**src/rtl/execute_mem_pipe_fifo_if.sv**
```systemverilog
// EX->MEM handshake bundle: upstream entry fields, head fields and occupancy.
// The master modport is the producer/consumer side, the slave modport is the buffer.
interface execute_mem_pipe_fifo_if #(
    parameter int XLEN  = 32,
    parameter int RD_W  = 5,
    parameter int DEPTH = 2
);
    localparam int CNT_W = $clog2(DEPTH + 1);

    logic            IN_VALID;
    logic            IN_READY;
    logic [XLEN-1:0] IN_PC_4;
    logic [XLEN-1:0] IN_PC_MEM;
    logic [XLEN-1:0] IN_ALU_RESULT;
    logic [XLEN-1:0] IN_RS2;
    logic [1:0]      IN_RF_WR_SEL;
    logic            IN_REGWRITE;
    logic            IN_MEMWRITE;
    logic            IN_MEMREAD2;
    logic [RD_W-1:0] IN_RD;

    logic             OUT_VALID;
    logic             OUT_READY;
    logic [XLEN-1:0]  EXEC_PC_4;
    logic [XLEN-1:0]  EXEC_PC_MEM;
    logic [XLEN-1:0]  EXEC_ALU_RESULT;
    logic [XLEN-1:0]  EXEC_RS2;
    logic [1:0]       EXEC_RF_WR_SEL;
    logic             EXEC_REGWRITE;
    logic             EXEC_MEMWRITE;
    logic             EXEC_MEMREAD2;
    logic [RD_W-1:0]  EX_MS_RD;
    logic [CNT_W-1:0] EXEC_COUNT;

    modport master (
        output IN_VALID, IN_PC_4, IN_PC_MEM, IN_ALU_RESULT, IN_RS2, IN_RF_WR_SEL,
               IN_REGWRITE, IN_MEMWRITE, IN_MEMREAD2, IN_RD, OUT_READY,
        input  IN_READY, OUT_VALID, EXEC_PC_4, EXEC_PC_MEM, EXEC_ALU_RESULT, EXEC_RS2,
               EXEC_RF_WR_SEL, EXEC_REGWRITE, EXEC_MEMWRITE, EXEC_MEMREAD2, EX_MS_RD,
               EXEC_COUNT
    );

    modport slave (
        input  IN_VALID, IN_PC_4, IN_PC_MEM, IN_ALU_RESULT, IN_RS2, IN_RF_WR_SEL,
               IN_REGWRITE, IN_MEMWRITE, IN_MEMREAD2, IN_RD, OUT_READY,
        output IN_READY, OUT_VALID, EXEC_PC_4, EXEC_PC_MEM, EXEC_ALU_RESULT, EXEC_RS2,
               EXEC_RF_WR_SEL, EXEC_REGWRITE, EXEC_MEMWRITE, EXEC_MEMREAD2, EX_MS_RD,
               EXEC_COUNT
    );
endinterface

```
**src/rtl/execute_mem_pipe_fifo.sv**
```systemverilog
// DEPTH-entry elastic EX->MEM buffer with valid/ready handshake, synchronous flush
// and bubble gating so an empty buffer never presents live control bits to MEM.
module execute_mem_pipe_fifo #(
    parameter int XLEN  = 32,
    parameter int RD_W  = 5,
    parameter int DEPTH = 2
) (
    input  logic EXMEM_CLOCK,
    input  logic EXMEM_RESET_N,
    input  logic EXMEM_FLUSH,
    execute_mem_pipe_fifo_if.slave bus
);
    localparam int CNT_W = $clog2(DEPTH + 1);
    localparam int PTR_W = (DEPTH > 1) ? $clog2(DEPTH) : 1;
    localparam logic [CNT_W-1:0] FULL_CNT = CNT_W'(DEPTH);
    localparam logic [PTR_W-1:0] LAST_PTR = PTR_W'(DEPTH - 1);

    typedef struct packed {
        logic [XLEN-1:0] pc_4;
        logic [XLEN-1:0] pc_mem;
        logic [XLEN-1:0] alu_result;
        logic [XLEN-1:0] rs2;
        logic [1:0]      rf_wr_sel;
        logic            regwrite;
        logic            memwrite;
        logic            memread2;
        logic [RD_W-1:0] rd;
    } entry_t;

    entry_t           mem [DEPTH];
    entry_t           in_entry;
    entry_t           head;
    logic [PTR_W-1:0] wr_ptr;
    logic [PTR_W-1:0] rd_ptr;
    logic [CNT_W-1:0] count;
    logic             in_ready;
    logic             out_valid;
    logic             push;
    logic             pop;

    // Readiness depends on registered occupancy only, so a full buffer never
    // admits a push on the strength of a same-cycle pop.
    assign in_ready  = (count != FULL_CNT);
    assign out_valid = (count != '0);
    assign push      = bus.IN_VALID & in_ready;
    assign pop       = out_valid & bus.OUT_READY;

    assign in_entry = '{
        pc_4:       bus.IN_PC_4,
        pc_mem:     bus.IN_PC_MEM,
        alu_result: bus.IN_ALU_RESULT,
        rs2:        bus.IN_RS2,
        rf_wr_sel:  bus.IN_RF_WR_SEL,
        regwrite:   bus.IN_REGWRITE,
        memwrite:   bus.IN_MEMWRITE,
        memread2:   bus.IN_MEMREAD2,
        rd:         bus.IN_RD
    };

    // NOTE: storage has no reset; occupancy and output gating decide what is visible,
    // which keeps the array out of the reset tree.
    always_ff @(posedge EXMEM_CLOCK) begin
        if (push && !EXMEM_FLUSH) begin
            mem[wr_ptr] <= in_entry;
        end
    end

    // NOTE: state registers use non-blocking assignments so every flop samples
    // pre-edge values regardless of statement order.
    always_ff @(posedge EXMEM_CLOCK or negedge EXMEM_RESET_N) begin
        if (!EXMEM_RESET_N) begin
            count  <= '0;
            wr_ptr <= '0;
            rd_ptr <= '0;
        end else if (EXMEM_FLUSH) begin
            count  <= '0;
            wr_ptr <= '0;
            rd_ptr <= '0;
        end else begin
            if (push) begin
                wr_ptr <= (wr_ptr == LAST_PTR) ? '0 : wr_ptr + 1'b1;
            end
            if (pop) begin
                rd_ptr <= (rd_ptr == LAST_PTR) ? '0 : rd_ptr + 1'b1;
            end
            case ({push, pop})
                2'b10:   count <= count + 1'b1;
                2'b01:   count <= count - 1'b1;
                default: count <= count;
            endcase
        end
    end

    // NOTE: the zero default comes first so the gated head never infers a latch.
    always_comb begin
        head = '0;
        if (out_valid) begin
            head = mem[rd_ptr];
        end
    end

    assign bus.IN_READY        = in_ready;
    assign bus.OUT_VALID       = out_valid;
    assign bus.EXEC_PC_4       = head.pc_4;
    assign bus.EXEC_PC_MEM     = head.pc_mem;
    assign bus.EXEC_ALU_RESULT = head.alu_result;
    assign bus.EXEC_RS2        = head.rs2;
    assign bus.EXEC_RF_WR_SEL  = head.rf_wr_sel;
    assign bus.EXEC_REGWRITE   = head.regwrite;
    assign bus.EXEC_MEMWRITE   = head.memwrite;
    assign bus.EXEC_MEMREAD2   = head.memread2;
    assign bus.EX_MS_RD        = head.rd;
    assign bus.EXEC_COUNT      = count;
endmodule
```
**src/flat_wrapper.sv**
```systemverilog
// flat-port wrapper written by rule: the top's interface ports become plain ports
module execute_mem_pipe_fifo_flat 
#(
    parameter int XLEN  = 32,
    parameter int RD_W  = 5,
    parameter int DEPTH = 2
)
  (EXMEM_CLOCK, EXMEM_RESET_N, EXMEM_FLUSH, bus_IN_VALID, bus_IN_PC_4, bus_IN_PC_MEM, bus_IN_ALU_RESULT, bus_IN_RS2, bus_IN_RF_WR_SEL, bus_IN_REGWRITE, bus_IN_MEMWRITE, bus_IN_MEMREAD2, bus_IN_RD, bus_OUT_READY, bus_IN_READY, bus_OUT_VALID, bus_EXEC_PC_4, bus_EXEC_PC_MEM, bus_EXEC_ALU_RESULT, bus_EXEC_RS2, bus_EXEC_RF_WR_SEL, bus_EXEC_REGWRITE, bus_EXEC_MEMWRITE, bus_EXEC_MEMREAD2, bus_EX_MS_RD, bus_EXEC_COUNT);
  execute_mem_pipe_fifo_if #(.XLEN(XLEN), .RD_W(RD_W), .DEPTH(DEPTH)) bus_i ();
  input  logic EXMEM_CLOCK;
  input  logic EXMEM_RESET_N;
  input  logic EXMEM_FLUSH;
  input wire logic [$bits(bus_i.IN_VALID)-1:0] bus_IN_VALID;
  input wire logic [$bits(bus_i.IN_PC_4)-1:0] bus_IN_PC_4;
  input wire logic [$bits(bus_i.IN_PC_MEM)-1:0] bus_IN_PC_MEM;
  input wire logic [$bits(bus_i.IN_ALU_RESULT)-1:0] bus_IN_ALU_RESULT;
  input wire logic [$bits(bus_i.IN_RS2)-1:0] bus_IN_RS2;
  input wire logic [$bits(bus_i.IN_RF_WR_SEL)-1:0] bus_IN_RF_WR_SEL;
  input wire logic [$bits(bus_i.IN_REGWRITE)-1:0] bus_IN_REGWRITE;
  input wire logic [$bits(bus_i.IN_MEMWRITE)-1:0] bus_IN_MEMWRITE;
  input wire logic [$bits(bus_i.IN_MEMREAD2)-1:0] bus_IN_MEMREAD2;
  input wire logic [$bits(bus_i.IN_RD)-1:0] bus_IN_RD;
  input wire logic [$bits(bus_i.OUT_READY)-1:0] bus_OUT_READY;
  output wire logic [$bits(bus_i.IN_READY)-1:0] bus_IN_READY;
  output wire logic [$bits(bus_i.OUT_VALID)-1:0] bus_OUT_VALID;
  output wire logic [$bits(bus_i.EXEC_PC_4)-1:0] bus_EXEC_PC_4;
  output wire logic [$bits(bus_i.EXEC_PC_MEM)-1:0] bus_EXEC_PC_MEM;
  output wire logic [$bits(bus_i.EXEC_ALU_RESULT)-1:0] bus_EXEC_ALU_RESULT;
  output wire logic [$bits(bus_i.EXEC_RS2)-1:0] bus_EXEC_RS2;
  output wire logic [$bits(bus_i.EXEC_RF_WR_SEL)-1:0] bus_EXEC_RF_WR_SEL;
  output wire logic [$bits(bus_i.EXEC_REGWRITE)-1:0] bus_EXEC_REGWRITE;
  output wire logic [$bits(bus_i.EXEC_MEMWRITE)-1:0] bus_EXEC_MEMWRITE;
  output wire logic [$bits(bus_i.EXEC_MEMREAD2)-1:0] bus_EXEC_MEMREAD2;
  output wire logic [$bits(bus_i.EX_MS_RD)-1:0] bus_EX_MS_RD;
  output wire logic [$bits(bus_i.EXEC_COUNT)-1:0] bus_EXEC_COUNT;
  assign bus_i.IN_VALID = bus_IN_VALID;
  assign bus_i.IN_PC_4 = bus_IN_PC_4;
  assign bus_i.IN_PC_MEM = bus_IN_PC_MEM;
  assign bus_i.IN_ALU_RESULT = bus_IN_ALU_RESULT;
  assign bus_i.IN_RS2 = bus_IN_RS2;
  assign bus_i.IN_RF_WR_SEL = bus_IN_RF_WR_SEL;
  assign bus_i.IN_REGWRITE = bus_IN_REGWRITE;
  assign bus_i.IN_MEMWRITE = bus_IN_MEMWRITE;
  assign bus_i.IN_MEMREAD2 = bus_IN_MEMREAD2;
  assign bus_i.IN_RD = bus_IN_RD;
  assign bus_i.OUT_READY = bus_OUT_READY;
  assign bus_IN_READY = bus_i.IN_READY;
  assign bus_OUT_VALID = bus_i.OUT_VALID;
  assign bus_EXEC_PC_4 = bus_i.EXEC_PC_4;
  assign bus_EXEC_PC_MEM = bus_i.EXEC_PC_MEM;
  assign bus_EXEC_ALU_RESULT = bus_i.EXEC_ALU_RESULT;
  assign bus_EXEC_RS2 = bus_i.EXEC_RS2;
  assign bus_EXEC_RF_WR_SEL = bus_i.EXEC_RF_WR_SEL;
  assign bus_EXEC_REGWRITE = bus_i.EXEC_REGWRITE;
  assign bus_EXEC_MEMWRITE = bus_i.EXEC_MEMWRITE;
  assign bus_EXEC_MEMREAD2 = bus_i.EXEC_MEMREAD2;
  assign bus_EX_MS_RD = bus_i.EX_MS_RD;
  assign bus_EXEC_COUNT = bus_i.EXEC_COUNT;
  execute_mem_pipe_fifo #(.XLEN(XLEN), .RD_W(RD_W), .DEPTH(DEPTH)) u_core (.EXMEM_CLOCK(EXMEM_CLOCK), .EXMEM_RESET_N(EXMEM_RESET_N), .EXMEM_FLUSH(EXMEM_FLUSH), .bus(bus_i));
endmodule
```
**config.mk**
```make
export PLATFORM = sky130hd
export DESIGN_NAME = execute_mem_pipe_fifo_flat
export DESIGN_NICKNAME = d
export VERILOG_FILES = /design/src/rtl/execute_mem_pipe_fifo_if.sv /design/src/rtl/execute_mem_pipe_fifo.sv /design/src/flat_wrapper.sv
export SDC_FILE = /design/constraint.sdc
export NUM_CORES = 1
export LEC_CHECK = 0
export BUFFER_PORTS_ARGS = -buffer_cell sky130_fd_sc_hd__buf_4
export CORE_MARGIN = 8
export CORE_UTILIZATION = 45
export DETAILED_ROUTE_END_ITERATION = 8
export PLACE_DENSITY = 0.79
export SETUP_SLACK_MARGIN = 0.02
export SLEW_MARGIN = 20
export SYNTH_ARGS = -nofsm -noshare
export SYNTH_HDL_FRONTEND = slang
export SYNTH_SLANG_ARGS = --single-unit
```
**constraint.sdc**
```tcl
create_clock -name EXMEM_CLOCK -period 12.03 [get_ports EXMEM_CLOCK]
set_input_delay 0.6015 -clock EXMEM_CLOCK [delete_from_list [all_inputs] [get_ports EXMEM_CLOCK]]
set_output_delay 0.6015 -clock EXMEM_CLOCK [all_outputs]
set_load 0.05 [all_outputs]
```
==> results of run 1 <==
==> kinds of logic after synthesis <==
logic type	count (synthesis)	share of synthesized area [%]
multiplexers	139	13.04
AO/OA/AOI/OAI	8	0.4221
AND/OR/NAND/NOR	148	5.440
flip-flops	280	78.59
buffers and inverters	34	2.427
XOR/XNOR	1	0.08208
==> worst paths after layout <==
path	from	endpoint	slack, ns	depth (start not counted)
min in group asynchronous	EXMEM_RESET_N	u_core.bus.EXEC_COUNT[1]	0.43	2
max	u_core.rd_ptr	bus_EXEC_PC_MEM[24]	8.57	4
max reg2reg	u_core.bus.EXEC_COUNT[1]	u_core.mem[1][61]	9.19	6
min reg2reg	u_core.wr_ptr	u_core.wr_ptr	0.59	2
max in group asynchronous	EXMEM_RESET_N	u_core.rd_ptr	11.48	2
min	bus_IN_ALU_RESULT[16]	u_core.mem[0][58]	0.25	1
==> critical path, stage by stage (launching register included) <==
cell	delay [ns]
dfrtp_4	0.74
buf_4	0.87
mux2i_1	0.21
nor2_1	0.21
buf_4	0.23
==> per-layer routing <==
| metal | vias to the layer above | wire length, um | track usage, % |
|---|---|---|---|
| li1 | 2860 | - | - |
| met1 | 2980 | 9528 | 18.63 |
| met2 | 256 | 11780 | 27.13 |
| met3 | 43 | 2127 | 5.167 |
| met4 | 0 | 581 | 4.958 |
| met5 | - | 0 | 0 |
==> state kept, by name, summed over array words and instances, names as in the netlist <==
register,cells
u_core.rd_ptr,1
u_core.wr_ptr,1
u_core.mem,276
u_core.bus.EXEC_COUNT,2
==> layout make-up <==
cell class | instances | area, um^2 | area share (%)
sequential | 280 | 8392 | 59.97
timing repair buffer | 295 | 2217 | 15.84
multi-input combinational | 296 | 2047 | 14.63
clock buffer | 32 | 737.0 | 5.266
tap | 319 | 399.1 | 2.852
clock inverter | 19 | 187.7 | 1.341
inverter | 3 | 11.26 | 0.08047
antenna | 1 | 2.502 | 0.01788
==> metrics by stage <==
step / utilization [%] / setup slack [ns] / hold WS (ns)
3_5_place_dp: 55.79 / 9.064 / 0.4051
3_3_place_gp: 55.79 / 9.117 / 0.4025
2_1_floorplan: - / 0.6907 / 0.3059
5_1_grt: 59.79 / 8.396 / 0.2242
6_report: 59.79 / 8.567 / 0.2545
4_1_cts: 59.78 / 8.486 / 0.2249
==> report_power, final <==
group	internal, mW	switching [mW]	total, mW	leakage [nW]
clock network	0.522	0.346	0.868	0.454
logic	0.120	0.246	0.366	2.15
registers	1.11	0.0132	1.13	2.58
==> cells in the final DEF (no fill, tap or decap) <==
cell type and count:
buf_4 294, nor3b_1 1, a21oi_1 4, or3_1 1, dfrtp_1 3, mux2i_1 139, nor2_4 1, o21ai_0 2
nor2_1 139, inv_2 2, clkbuf_1 3, edfxtp_1 276, nand2_1 1, or2_0 1, a21o_1 1, clkinv_1 8
xor2_1 1, bufinv_16 4, nor3b_4 1, nor2b_2 1, clkinv_2 6, clkbuf_16 29, dfrtp_4 1, clkinvlp_4 1
inv_1 1, nand3b_1 1, nor3_2 1, dlygate4sd3_1 1, diode_2 1, o211ai_1 1
==> reports/metrics.yaml, run 1 <==
power.leakage_nw: 5.190
gp_congestion: 0.7329
critPathLaunchType: "flip-flop"
clk_latency_ns: 0.53
status: "finished, final reports clean"
synth-edff-count: 276
peakVddDrop_mv: 0.1361
io_pins: 285
initial_core_util_pct: 45.61
fin_cells: 1245
dpl_cell_area_mm2: 0.01306
synth_area_leaders: "edfxtp_1 78%, mux2i_1 13%, nor2_1 4.9%"
period_needed_ns: 3.463
routed_wl_um: 24010
setup_viol: 0
drv_cap: 0
fin_crit_sh_pct: 28.78
rsz0062_at_grt: "no"
synth_commonest_cells: "276 x edfxtp_1, 139 x mux2i_1, 139 x nor2_1"
crit_type: "flip-flop to primary output"
async_flop_share_pct: 1.429
cts_buffers: 29
die-area_mm2: 0.02890
grt_first_pass_wirelength_um: 35960
cts_resized: 0
grt_pass1_vias: 6629
grt_max_degree: 78
cp.required_ns: 11.43
arrival_ns: 2.86
placedCellCount: 1192
wl_per_cell_um: 19.29
die_w_um: 170.0
yosysWarnings: 0
nets: 1048
synthFlopType: "edfxtp_1"
grt.total_usage_pct: 15.81
fill_cells: 1813
antenna_found_initial: 1
dr.pass1.iters: 5
fp.coreArea_mm2: 0.02340
timing.setup.tns_ns: 0
synth_area_per_cell_um2: 17.50
fin_area_mm2: 0.01399
post_cts_buffers: 0
cts_tree: "built"
max_slew_margin_pct: 26.60
max_freq_mhz: 288.8
drc: 0
cts.hold.buffers_added: 1
endpoint_kind: "primary output"
rows: 56
hold_viol_final: 0
ys_seq_area_share_pct: 78.59
drtIter0Drc: 339
die_y_um: 170.0
clk_path_buf_depth: 3
ant_nets: 0
cts-root-buf: "clkbuf_16"
synth_area_leader_cell: "edfxtp_1"
hold_class: "primary input to flip-flop"
synthToLayoutAreaGrowth_pct: 31.11
finalMaxSlewViolations: 0
cts_max_level: 1
finalPower_mw: 2.360
port_buffers: 284
syn-num-nets: 753
clk_pin_slew_worst_paths_ns: 0.06
synth.top_cell.area_share_pct: 77.66
netlist_area_mm2: 0.01067
num_vias: 6139
drive_gt1_share_pct: 36.86
tightest_slew_ns: 1.101
crit_fanout: 62
dp_hpwl_um: 15990
power.density_mw_per_mm2: 168.7
overflow: 0
yosys.cell_count.top_type: "edfxtp_1"
cts.sinks: 280
ys_types: 24
synth_seq_cells: 280
fin_skew_ns: 0.007858
syn_inst: 610
vias_per_cell: 4.931
No activity file was read; power rests on OpenSTA's default activity.
==> run 2: changes to the inputs <==
Settings changed: ABC_AREA set to 1.
Clock period 12.03 ns to 2.8 ns, I/O delays scaled along.
==> run 2 against run 1 <==
Compared with the run above:
- first-iteration DRC count rose by 90%
- clock skew grew 0.0071 ns
- count of clock-buffer cells in the layout up 7
- cell count rose by 23%
- utilization grew 6.4 points
- clock power rose to 4.1 times the previous value
- register-to-register slack worse by 8.2 ns
- highest routed layer is now met5
- total power grew to 5.2 times the previous value
- area after synthesis decreased by 1.6%
- wire length increased by 20%
- critical path type unchanged
==> reports/metrics.yaml, run 2 <==
status: "finished, final reports clean"
synth_compound_area_share_pct: 6.889
synth.top_cell.area_share_pct: 78.95
ant_nets: 0
vias_per_cell: 4.993
drv_cap: 0
dp_hpwl_um: 16630
mostFrequentLayoutCell: "buf_4"
routed_wl_um: 28710
cts_tree: "built"
clk_path_buf_depth: 3
dr.pass1.iters: 5
grt_max_degree: 84
arrival_ns: 2.32
hold_viol_final: 0
cts_buffers: 29
cpMaxStageDelayCell: "dfrtp_4"
overflow: 0
die-area_mm2: 0.02847
synth_top_family_by_area: "simple AND/OR/NAND/NOR gates"
crit_fanout: 75
gp_congestion: 0.7791
peakVddDrop_mv: 0.5957
port_buffers: 284
synth_seq_cells: 280
synthFlopType: "edfxtp_1"
netlist_area_mm2: 0.01050
regMostFlops: "u_core.mem"
ys_types: 17
rsz0062_at_grt: "no"
initial_core_util_pct: 45.26
largest_reg_flops: 276
syn_inst: 773
num_vias: 7655
syn-num-nets: 916
r2r.worst_path.cells: 5
post_cts_buffers: 0
antennaDiodeCount: 0
nets: 1340
max_freq_mhz: 407.2
synth_area_per_cell_um2: 13.58
mostFrequentLayoutCells: "287 x buf_4, 285 x nand2_1, 276 x edfxtp_1, 142 x dlygate4sd3_1, 139 x a21oi_1"
fill_cells: 1533
antenna_found_initial: 1
synth-xor-area-share_pct: 0
worstSetupEndpoint: "bus_EXEC_RS2[19]"
placedCellCount: 1343
max_slew_margin_pct: 65.52
die_y_um: 168.7
rows: 56
grt.total_usage_pct: 19.60
synthMuxAreaShare_pct: 0
endpoint_kind: "primary output"
power.density_mw_per_mm2: 800.2
yosys.area_share.simple_pct: 10.76
setup_viol: 0
max_stage_delay_ns: 0.66
place_ws_ns: 0.9368
fp.coreArea_mm2: 0.02319
synth_area_leaders: "edfxtp_1 79%, nand2_1 10%, a21oi_1 6.6%"
cts_max_level: 1
r2r_start: "u_core.bus.EXEC_COUNT[0]"
grt_pass1_vias: 8163
timing.rr.end: "u_core.mem[0][74]"
cp.required_ns: 2.66
wl_per_cell_um: 18.73
synthAdderAreaFrac_pct: 0
synthToLayoutAreaGrowth_pct: 46.25
io_pins: 285
fin_skew_ns: 0.01493
hold_class: "primary input to flip-flop"
yosysWarnings: 0
period_needed_ns: 2.456
synth-edff-count: 276
synth_commonest_cells: "288 x nand2_1, 276 x edfxtp_1, 139 x a21oi_1"
crit_type: "flip-flop to primary output"
cp_cell_sequence: "inv_4 -> buf_12 -> nand2_1 -> a21oi_1 -> buf_4"
power.leakage_nw: 5.993
synth_area_leader_cell: "edfxtp_1"
clk_latency_ns: 0.53
fin_cells: 1533
ys_seq_area_share_pct: 79.90
drive_gt1_share_pct: 28.34
async_flop_share_pct: 1.429
clk_pin_slew_worst_paths_ns: 0.06
cts-root-buf: "clkbuf_16"
startpoint: "u_core.rd_ptr"
finalMaxSlewViolations: 0
cts.sinks: 280
yosys.cell_count.top_type: "nand2_1"
grt_first_pass_wirelength_um: 44480
critPathLaunchType: "flip-flop"
layout_setup_ws_ns: 0.3439
drtIter0Drc: 644
hold_ws_ns: 0.04185
tightest_slew_ns: 0.5172
r2r_slack_ns: 1.00
timing.setup.tns_ns: 0
drc: 0
fin_crit_sh_pct: 87.72
die_w_um: 168.7
## run 2: changes by cell type in the layout (fill, tap and decap cells not counted), moves of 7 or more
| cell | delta |
|---|---|
| buf_12 | +9 |
| buf_4 | -7 |
| nor2_1 | -136 |
| nand2_1 | +284 |
| dlygate4sd3_1 | +141 |
| clkbuf_1 | +7 |
| a21oi_1 | +135 |
| mux2i_1 | -139 |
## run 2: cell type report
class                   count  area (um^2)  share of cell area [%]
flip-flops and latches    280         8394                   54.68
repair buffers            438         3756                   24.47
multi-input cells         442         1909                   12.44
clock buffers              39        763.2                   4.971
well taps                 319        399.1                   2.600
clock inverters             9        102.6                  0.6683
inverters                   6        27.53                  0.1793
## run 2: worst min path at each step
stage / startpoint / end / slack (ns) / depth (start not counted)
after floorplan: EXMEM_RESET_N / u_core.bus.EXEC_COUNT[0] / -0.16 / 0
after global routing: bus_IN_VALID / u_core.wr_ptr / 0.06 / 4
after global placement: EXMEM_RESET_N / u_core.rd_ptr / -0.06 / 1
final: bus_IN_VALID / u_core.bus.EXEC_COUNT[1] / 0.04 / 4
after detailed placement: EXMEM_RESET_N / u_core.rd_ptr / -0.05 / 1
after CTS: bus_IN_VALID / u_core.bus.EXEC_COUNT[1] / 0.02 / 4
## run 2: stage by stage
| step | instance area [um^2] | utilization [%] | power [mW] |
|---|---|---|---|
| 2_1_floorplan | 10550 | - | 7.407 |
| 3_3_place_gp | 13070 | 56.33 | 8.588 |
| 3_5_place_dp | 13070 | 56.33 | 8.626 |
| 4_1_cts | 15350 | 66.20 | 12.36 |
| 5_1_grt | 15350 | 66.20 | 12.71 |
| 6_report | 15350 | 66.20 | 12.28 |
## run 2: cell families (layout without fill, tap and decap cells)
family,Yosys count,in the layout
AOI/OAI and AO/OA,143,143
buffers and inverters,51,492
DFF,280,280
and+or+nand+nor,299,299
## run 2: where the power goes
part / internal [mW] / switching [mW]
Clock: 2.08 / 1.49
Sequential: 4.86 / 0.0971
Combinational: 1.08 / 2.68
## run 2: critical path, delay by kind of cell (launching register included)
| kind | cells | cell delay (ns) |
|---|---|---|
| AOI/OAI and AO/OA | 1 | 0.26 |
| buffers and inverters | 3 | 0.68 |
| DFF | 1 | 0.66 |
| and+or+nand+nor | 1 | 0.09 |
## run 2: repair_timing
action / 4_1_cts / 5_1_grt
gates resized for setup: 0 / 0
hold buffers: 142 / 0
endpoints found under the hold margin: 284 / 0
## run 2: routing by layer
layer  GRT usage [%]  wire [um]  part of all wire, %
met3           5.497       2640                  9.2
met4           6.910        934                  3.3
met2           34.05      14450                   50
met1           22.95      10670                   37
met5               0         13                0.045
==> run 3: changes to the inputs <==
Settings changed: ABC_AREA 1 to 0.
==> run 3 against run 2 <==
Compared with the run above:
- setup slack better by 0.084 ns
- first-iteration DRC count down 35%
- global-route usage down 1.7 points
- worst hold slack better by 0.29 ns
- count of clock-buffer cells in the layout down 2
- clock skew down 0.0048 ns
- total power down 16%
- utilization up 0.095 points
- sequential cell count unchanged
- die area up 1.5%
- sequential share of layout area down 0.57 points
- non-clock buffer count up 1
==> reports/metrics.yaml, run 3 (synthesis results as in run 1) <==
place_ws_ns: 0.9045
crit_path_frequent_cell: "buf_4"
tightest_slew_ns: 0.6561
worstPathBufferInverterCount: 2
die_w_um: 170.0
drive_gt1_share_pct: 32.30
endpoint_kind: "primary output"
max_slew_margin_pct: 56.26
critPathLaunchType: "flip-flop"
timing.setup.tns_ns: 0
post_cts_buffers: 0
hold_path_end: "u_core.mem[0][122]"
setup_viol: 0
cts_max_level: 1
status: "finished, final reports clean"
cts.sinks: 280
max_freq_mhz: 421.6
grt_first_pass_wirelength_um: 40590
cts_resized: 0
clk_pin_slew_worst_paths_ns: 0.06
crit_type: "flip-flop to primary output"
fin_cells: 1390
cts_buffers: 28
r2r_start: "u_core.bus.EXEC_COUNT[1]"
io_pins: 285
rows: 56
port_buffers: 284
cp.required_ns: 2.66
gp_congestion: 0.7394
hold_path.startpoint: "bus_IN_PC_4[16]"
largest_reg_flops: 276
num_vias: 6762
r2r.worst_path.cells: 5
grt_max_degree: 104
hold_ws_ns: 0.3363
rsz0062_at_grt: "no"
crit_fanout: 24
clk_latency_ns: 0.53
dr.pass1.iters: 5
synthToLayoutAreaGrowth_pct: 45.36
die-area_mm2: 0.02890
cp_cell_sequence: "buf_4 -> mux2i_1 -> nor2_1 -> buf_4"
ant_nets: 0
routed_wl_um: 26830
layout_setup_ws_ns: 0.4280
grt.total_usage_pct: 17.94
whs_path_depth: 2
drv_cap: 0
hold_viol_final: 0
drtIter0Drc: 417
vias_per_cell: 4.865
r2r_slack_ns: 0.85
cts_tree: "built"
cts-root-buf: "clkbuf_16"
peakVddDrop_mv: 0.5552
cpLargestDelayFamily: "flip-flops"
fp.coreArea_mm2: 0.02340
overflow: 0
dp_hpwl_um: 15970
initial_core_util_pct: 45.61
finalMaxSlewViolations: 0
die_y_um: 170.0
antenna_found_initial: 3
grt_pass1_vias: 7237
arrival_ns: 2.23
fin_skew_ns: 0.01016
clk_path_buf_depth: 3
cpMaxStageDelayCell: "dfrtp_4"
placedCellCount: 1194
regMostFlops: "u_core.mem"
drc: 0
power.leakage_nw: 5.802
power.density_mw_per_mm2: 663.5
wl_per_cell_um: 19.31
nets: 1191
mostFrequentLayoutCells: "290 x buf_4, 276 x edfxtp_1, 143 x dlygate4sd3_1, 139 x mux2i_1, 139 x nor2_1"
fin_crit_sh_pct: 84.72
max_stage_delay_ns: 0.71
hold_class: "primary input to flip-flop"
period_needed_ns: 2.372
mostFrequentLayoutCell: "buf_4"
timing.rr.end: "u_core.mem[1][21]"
==> run 3: area by class of cell <==
| class | count | area [um^2] |
|---|---|---|
| diodes | 3 | 7.507 |
| clock inverters | 13 | 146.4 |
| clock buffers | 37 | 755.7 |
| flip-flops and latches | 280 | 8394 |
| repair buffers | 439 | 3729 |
| multi-input cells | 296 | 2066 |
| fillers | 1546 | 7889 |
| well taps | 319 | 399.1 |
| inverters | 3 | 16.27 |
==> run 3: timing repair <==
action,CTS,global route
endpoints found under the hold margin,284,0
endpoints found under the setup margin,0,0
hold buffers,143,0
==> run 3: metal layers <==
layer	part of all wire, %	wire length, um	GRT usage [%]	up-vias
met3	9.0	2421	5.538	44
met5	0.030	8	0	-
met4	2.6	707	5.416	2
li1	-	-	-	3139
met1	37	9965	20.61	3271
met2	51	13730	31.75	306
==> run 3: how the worst max path moves through the flow <==
stage / from / end / slack (ns) / depth (start not counted)
after floorplan: u_core.bus.EXEC_COUNT[1] / u_core.mem[1][0] / -2.07 / 4
after global placement: u_core.bus.EXEC_COUNT[1] / u_core.mem[1][56] / 0.95 / 5
after detailed placement: u_core.bus.EXEC_COUNT[1] / u_core.mem[1][66] / 0.90 / 5
after CTS: u_core.rd_ptr / bus_EXEC_PC_MEM[9] / 0.39 / 4
after global routing: u_core.rd_ptr / bus_EXEC_ALU_RESULT[16] / 0.29 / 4
final: u_core.rd_ptr / bus_EXEC_ALU_RESULT[16] / 0.43 / 4
==> run 3: report_power, final <==
part / leakage [nW] / switching (mW) / total, mW / internal [mW]
clock network: 0.439 / 1.49 / 3.67 / 2.17
logic: 2.78 / 1.13 / 1.79 / 0.664
registers: 2.58 / 0.0576 / 4.84 / 4.78
==> run 3: worst reg2reg max path: stages, from the launching register on <==
cell and delay, ns:
dfrtp_2 0.46, nor2b_4 0.16, inv_6 0.06, nand2_4 0.06, nor3b_4 0.23, buf_12 0.44
==> run 3: through the flow <==
step | instance area (um^2) | utilization [%] | total power, mW
finish | 15510 | 66.29 | 10.29
global route | 15510 | 66.28 | 10.63
CTS | 15510 | 66.26 | 10.33
detailed placement | 13170 | 56.29 | 6.534
global placement | 13170 | 56.29 | 6.510
floorplan | 10720 | - | 5.979
